## config.mk

```make
export PLATFORM = sky130hd
export DESIGN_NAME = periph_bus_ctrl
export DESIGN_NICKNAME = d
export VERILOG_FILES = /design/src/rtl/periph_bus_ctrl.sv
export SDC_FILE = /design/constraint.sdc
export NUM_CORES = 1
export LEC_CHECK = 0
export CAP_MARGIN = 20
export CORE_MARGIN = 3
export CORE_UTILIZATION = 35
export DETAILED_ROUTE_END_ITERATION = 7
export GPL_TIMING_DRIVEN = 1
export PLACE_DENSITY = 0.6
export SETUP_SLACK_MARGIN = 0.4
export SLEW_MARGIN = 25
export SYNTH_ARGS = -nofsm -noshare
export SYNTH_HDL_FRONTEND = slang
export SYNTH_SLANG_ARGS = --single-unit
```

## constraint.sdc

```tcl
create_clock -name clk -period 5.1 [get_ports clk]
set_clock_uncertainty 0.15 [all_clocks]
set_input_delay 0.765 -clock clk [delete_from_list [all_inputs] [get_ports clk]]
set_output_delay 0.765 -clock clk [all_outputs]
set_load 0.005 [all_outputs]
```

## src/rtl/periph_bus_ctrl.sv

```systemverilog
`default_nettype none
// ============================================================================
// Module      : periph_bus_ctrl
// Description : Host request -> peripheral bus sequencer. Each accepted
//               request runs SETUP (1 cycle), STROBE (STROBE_CYCLES cycles)
//               and HOLD (1 cycle, rsp_valid pulse). All outputs registered.
//               Optional macro BUS_ERR_EN enables address range checking
//               against ADDR_MAX; out-of-range requests go straight to HOLD
//               with rsp_err=1 and no bus activity.
// Revision    : 1.0 - initial release
// ============================================================================
module periph_bus_ctrl #(
   parameter int unsigned STROBE_CYCLES = 4,
   parameter logic [3:0]  ADDR_MAX      = 4'hB
) (
   input  logic       clk,
   input  logic       rst,
   input  logic       req_valid,
   output logic       req_ready,
   input  logic       req_we,
   input  logic [3:0] req_addr,
   input  logic [7:0] req_wdata,
   output logic       rsp_valid,
   output logic [7:0] rsp_rdata,
   output logic       rsp_err,
   output logic [3:0] addr,
   output logic       cs,
   output logic       rd,
   output logic       wr,
   output logic [7:0] wdata,
   input  logic [7:0] rdata
);

   // Strobe length, with 0 promoted to 1; counter counts down to 0.
   localparam logic [3:0] c_strobe_len = (STROBE_CYCLES == 0) ? 4'd1 : 4'(STROBE_CYCLES);
   localparam logic [3:0] c_cnt_last   = c_strobe_len - 4'd1;

   typedef enum logic [1:0] {
      IDLE   = 2'd0,
      SETUP  = 2'd1,
      STROBE = 2'd2,
      HOLD   = 2'd3
   } state_t;

   state_t     r_state;
   logic [3:0] r_cnt;
   logic       r_we;
   logic [3:0] r_addr_q;
   logic [7:0] r_wdata_q;
   logic       r_err;

   logic       r_req_ready;
   logic       r_rsp_valid;
   logic [7:0] r_rsp_rdata;
   logic       r_rsp_err;
   logic [3:0] r_addr;
   logic       r_cs;
   logic       r_rd;
   logic       r_wr;
   logic [7:0] r_wdata;

   state_t     w_state_nxt;
   logic [3:0] w_cnt_nxt;
   logic       w_we_nxt;
   logic [3:0] w_addr_q_nxt;
   logic [7:0] w_wdata_q_nxt;
   logic       w_err_nxt;
   logic       w_accept;
   logic       w_addr_over;
   logic       w_addr_bad;

   logic       w_ready_nxt;
   logic       w_rsp_valid_nxt;
   logic [7:0] w_rsp_rdata_nxt;
   logic       w_rsp_err_nxt;
   logic [3:0] w_addr_nxt;
   logic       w_cs_nxt;
   logic       w_rd_nxt;
   logic       w_wr_nxt;
   logic [7:0] w_wdata_nxt;

   assign w_accept    = req_valid & r_req_ready;
   assign w_addr_over = (req_addr > ADDR_MAX);

`ifdef BUS_ERR_EN
   assign w_addr_bad = w_addr_over;
`else
   // Range check disabled: every address runs the normal bus sequence.
   assign w_addr_bad = w_addr_over & 1'b0;
`endif

   // Next-state, request latching, strobe timing and next registered outputs.
   always_comb begin
      w_state_nxt     = r_state;
      w_cnt_nxt       = r_cnt;
      w_we_nxt        = r_we;
      w_addr_q_nxt    = r_addr_q;
      w_wdata_q_nxt   = r_wdata_q;
      w_err_nxt       = r_err;
      w_rsp_rdata_nxt = r_rsp_rdata;

      case (r_state)
         IDLE: begin
            if (w_accept) begin
               w_we_nxt      = req_we;
               w_addr_q_nxt  = req_addr;
               w_wdata_q_nxt = req_wdata;
               w_err_nxt     = w_addr_bad;
               w_state_nxt   = w_addr_bad ? HOLD : SETUP;
            end
         end
         SETUP: begin
            w_cnt_nxt   = c_cnt_last;
            w_state_nxt = STROBE;
         end
         STROBE: begin
            if (r_cnt == 4'd0) begin
               w_state_nxt = HOLD;
               // Last strobe cycle: capture peripheral read data.
               if (!r_we) begin
                  w_rsp_rdata_nxt = rdata;
               end
            end else begin
               w_cnt_nxt = r_cnt - 4'd1;
            end
         end
         HOLD: begin
            w_cnt_nxt   = 4'd0;
            w_state_nxt = IDLE;
         end
         default: begin
            w_state_nxt = IDLE;
         end
      endcase

      // Outputs are decoded from the state being entered so they register
      // in step with it.
      w_ready_nxt     = (w_state_nxt == IDLE);
      w_cs_nxt        = (w_state_nxt == SETUP) || (w_state_nxt == STROBE) ||
                        ((w_state_nxt == HOLD) && !w_err_nxt);
      w_rd_nxt        = (w_state_nxt == STROBE) && !w_we_nxt;
      w_wr_nxt        = (w_state_nxt == STROBE) && w_we_nxt;
      w_rsp_valid_nxt = (w_state_nxt == HOLD);
      w_rsp_err_nxt   = (w_state_nxt == HOLD) && w_err_nxt;
      w_addr_nxt      = w_cs_nxt ? w_addr_q_nxt : 4'd0;
      w_wdata_nxt     = w_cs_nxt ? w_wdata_q_nxt : 8'd0;
   end

   // State, strobe counter and latched request fields.
   always_ff @(posedge clk or posedge rst) begin
      if (rst) begin
         r_state   <= IDLE;
         r_cnt     <= 4'd0;
         r_we      <= 1'b0;
         r_addr_q  <= 4'd0;
         r_wdata_q <= 8'd0;
         r_err     <= 1'b0;
      end else begin
         r_state   <= w_state_nxt;
         r_cnt     <= w_cnt_nxt;
         r_we      <= w_we_nxt;
         r_addr_q  <= w_addr_q_nxt;
         r_wdata_q <= w_wdata_q_nxt;
         r_err     <= w_err_nxt;
      end
   end

   // Registered host-side and peripheral-side outputs.
   always_ff @(posedge clk or posedge rst) begin
      if (rst) begin
         r_req_ready <= 1'b1;
         r_rsp_valid <= 1'b0;
         r_rsp_rdata <= 8'd0;
         r_rsp_err   <= 1'b0;
         r_addr      <= 4'd0;
         r_cs        <= 1'b0;
         r_rd        <= 1'b0;
         r_wr        <= 1'b0;
         r_wdata     <= 8'd0;
      end else begin
         r_req_ready <= w_ready_nxt;
         r_rsp_valid <= w_rsp_valid_nxt;
         r_rsp_rdata <= w_rsp_rdata_nxt;
         r_rsp_err   <= w_rsp_err_nxt;
         r_addr      <= w_addr_nxt;
         r_cs        <= w_cs_nxt;
         r_rd        <= w_rd_nxt;
         r_wr        <= w_wr_nxt;
         r_wdata     <= w_wdata_nxt;
      end
   end

   assign req_ready = r_req_ready;
   assign rsp_valid = r_rsp_valid;
   assign rsp_rdata = r_rsp_rdata;
   assign rsp_err   = r_rsp_err;
   assign addr      = r_addr;
   assign cs        = r_cs;
   assign rd        = r_rd;
   assign wr        = r_wr;
   assign wdata     = r_wdata;

endmodule
`default_nettype wire

```

==> flow_metrics.tcl <==
set metrics [dict create \
    critical_path_arrival_ps 3190 \
    pwr-share-clk 0.145 \
    std_cell_rows 26 \
    post_synth_inst_count 132 \
    drv_cap 0 \
    grt_first_pass_wirelength_um 5740 \
    layout.cells.most_common_list "49 x clkdlybuf4s50_1, 45 x dfrtp_1, 14 x and2_1, 11 x mux2_2, 10 x mux2_4" \
    chipWidth_um 80.05 \
    maximum_level_of_the_cts_h_tree 2 \
    status "finished clean" \
    vias_per_cell 4.455 \
    synth-seq-area-share 0.6004 \
    utilization 0.4841 \
    cts.path.max_buffers 2 \
    synthesis.nets 165 \
    final_period_utilization 0.6083 \
    detail-route-antenna-nets 0 \
    tritoncts "done" \
    pwr_density_cell_mw_per_mm2 594.1 \
    globalRoute.totalOverflow 0 \
    synth.avg_cell_area_um2 14.54 \
    grt_pass1_vias 1176 \
    routed_wirelength_um 3434 \
    finalWorstPathRequiredPeriod_ps 3102 \
    finalNetCount 215 \
    intPower_uw 1032 \
    antenna_found_initial 0 \
    area.growth.synth_to_final_pct 31.29 \
    total_leakage_power_uw 0.001140 \
    final_max_slew_viol_count 0 \
    p_switching_uw 465.4 \
    initialDrtViolationCount 69 \
    synthDistinctLibCells 29 \
    worst_skew_pair.late_latency_ps 300 \
    max-vdd-ir-drop_uv 214.2 \
    boundaryPins 50 \
    initial_core_utilization 0.3688 \
    post-cts-setup-buffers 0 \
    grt_start_max_net_pins 47 \
    numClockSinks 46 \
    die_outline_area_mm2 0.006408 \
    finish.instance_area_mm2 0.002520 \
    core_region_area_mm2 0.005205 \
    gp_congestion 0.7510 \
    crit_fanout 13 \
    drive_gt1_frac 0.1803 \
    worstSetupEndpointType "flip-flop" \
    synth-seq-cells 46 \
    finish.cell_count_without_fillers 253 \
    grt_use_total 0.1200 \
    clock_pin_slew_on_the_worst_setup_and_hold_paths_ps 80 \
    inst_count_dp 245 \
    syn_area_mm2 0.001919 \
    setup-violations-final 0 \
    vias 1127 \
    leading_cell_type_in_the_layout_fill_and_taps_excluded "clkdlybuf4s50_1" \
    crit_path_start_kind "flip-flop" \
    combinationalPowerShare 0.453 \
    cts_resized 0 \
    port_buffers 49 \
    pwr-share-seq 0.402 \
    yosysWarningCount 0 \
    insertedDiodeCount 0 \
    setup_repair_after_global_routing_missed_its_margin "no" \
    fmax_mhz 322.4 \
    setup-tns-final_ps 0 \
    detailed_route_wire_length_per_cell_um 13.57 \
    critical_path_class "reg -> reg" \
    placement.cell_area_mm2 0.002429 \
    sw_ratio 0.3108 \
    max-slew-margin-rel 0.4094 \
    fin_hold_ws_ps 344.7 \
    worst_hold_path_type "reg -> reg" \
    cts_root_buffer "clkbuf_8" \
    timing.critical_path.required_ps 5190 \
    tightestPinTransition_ps 881.7 \
    report.final.hold_viol_count 0 \
    vertical_die_dimension_um 80.05 \
    dp.final_hpwl_um 2501 \
    tritoncts.num_buffers 5 \
    post_cts_hold_buffer_count 0 \
    drt_pre_antenna_iters 4 \
    drc 0 \
]
-- power by group through the flow --
| stage | Combinational [uW] | Sequential (uW) | Clock, uW |
|---|---|---|---|
| after floorplan | 435 | 607 | 0 |
| after global placement | 665 | 602 | 0 |
| after detailed placement | 691 | 610 | 0 |
| after CTS | 693 | 603 | 229 |
| after global routing | 755 | 618 | 243 |
| final | 678 | 601 | 218 |
-- cell type report --
type | instances | area, um^2
well taps | 70 | 87.58
clock buffers | 5 | 68.82
multi-input cells | 72 | 668.1
flip-flops and latches | 46 | 1152
fillers | 457 | 2685
repair buffers | 49 | 490.5
clock inverters | 3 | 21.27
inverters | 8 | 31.28
-- state kept, by name (all words and copies together) (netlist names) --
name	flops
r_wdata_q	8
rsp_rdata	8
wdata	8
addr	4
r_addr_q	4
r_cnt	4
r_state	2
cs	1
r_err	1
r_we	1
rd	1
req_ready	1
rsp_err	1
rsp_valid	1
wr	1
-- final timing paths --
kind	startpoint	endpoint	slack, ps	depth (start not counted)
max	r_state[0]	addr[1]	2000	9
min	r_addr_q[1]	r_addr_q[1]	340	1
max reg2reg	r_state[0]	addr[1]	2000	9
min reg2reg	r_addr_q[1]	r_addr_q[1]	340	1
max in group asynchronous	rst	rsp_rdata[2]	3590	2
min in group asynchronous	rst	r_addr_q[2]	750	2
-- synth_stat cells --
library cell / n / area (um^2)
and3_1: 2 / 12.51
o31ai_1: 1 / 7.510
and2b_1: 1 / 7.510
buf_12: 1 / 20.02
a31oi_1: 1 / 6.260
nand3b_1: 1 / 7.510
o221a_2: 1 / 11.26
o221ai_1: 1 / 8.760
o21ai_0: 3 / 15.01
clkbuf_1: 1 / 3.750
buf_6: 4 / 45.04
dfrtp_1: 45 / 1126
dfstp_2: 1 / 26.28
nor2b_1: 3 / 18.77
mux2_2: 11 / 123.9
o22a_1: 1 / 8.760
nor3_1: 2 / 10.01
nand3_1: 2 / 10.01
nor2_1: 1 / 3.750
mux2_4: 10 / 150.1
ha_1: 9 / 112.6
or2_1: 1 / 6.260
inv_1: 8 / 30.03
mux2i_1: 1 / 10.01
nand2_1: 3 / 11.26
and2_1: 14 / 87.58
a2bb2oi_1: 1 / 8.760
nor4bb_4: 1 / 25.02
a21oi_1: 1 / 5.000
-- critical path, cell delays in order, from the launching register on --
cell	delay, ps
dfrtp_1	420
inv_1	130
ha_1	350
nor4bb_4	300
or2_1	260
o221ai_1	170
ha_1	330
nor2_1	50
a31oi_1	650
and2_1	230
-- metrics by stage --
stage / worst slack, ps / total power [uW]
floorplan: 2636 / 1042
global placement: 2064 / 1268
detailed placement: 2010 / 1300
CTS: 1990 / 1524
global route: 1713 / 1616
finish: 1998 / 1497
-- cells by family after synthesis --
| group | after synthesis | share of synthesized area |
|---|---|---|
| buf+inv | 14 | 0.05150 |
| fa+ha+maj | 9 | 0.05867 |
| simple gates | 31 | 0.1043 |
| compound gates | 10 | 0.03716 |
| mux | 22 | 0.1480 |
| flops | 46 | 0.6004 |
-- layer usage --
metal | GRT usage | part of all wire
met1 | 0.1499 | 0.43
met2 | 0.1887 | 0.48
met3 | 0.03812 | 0.065
met4 | 0.05574 | 0.020
met5 | 0 | 0
Power figures use the tool's default switching activity.
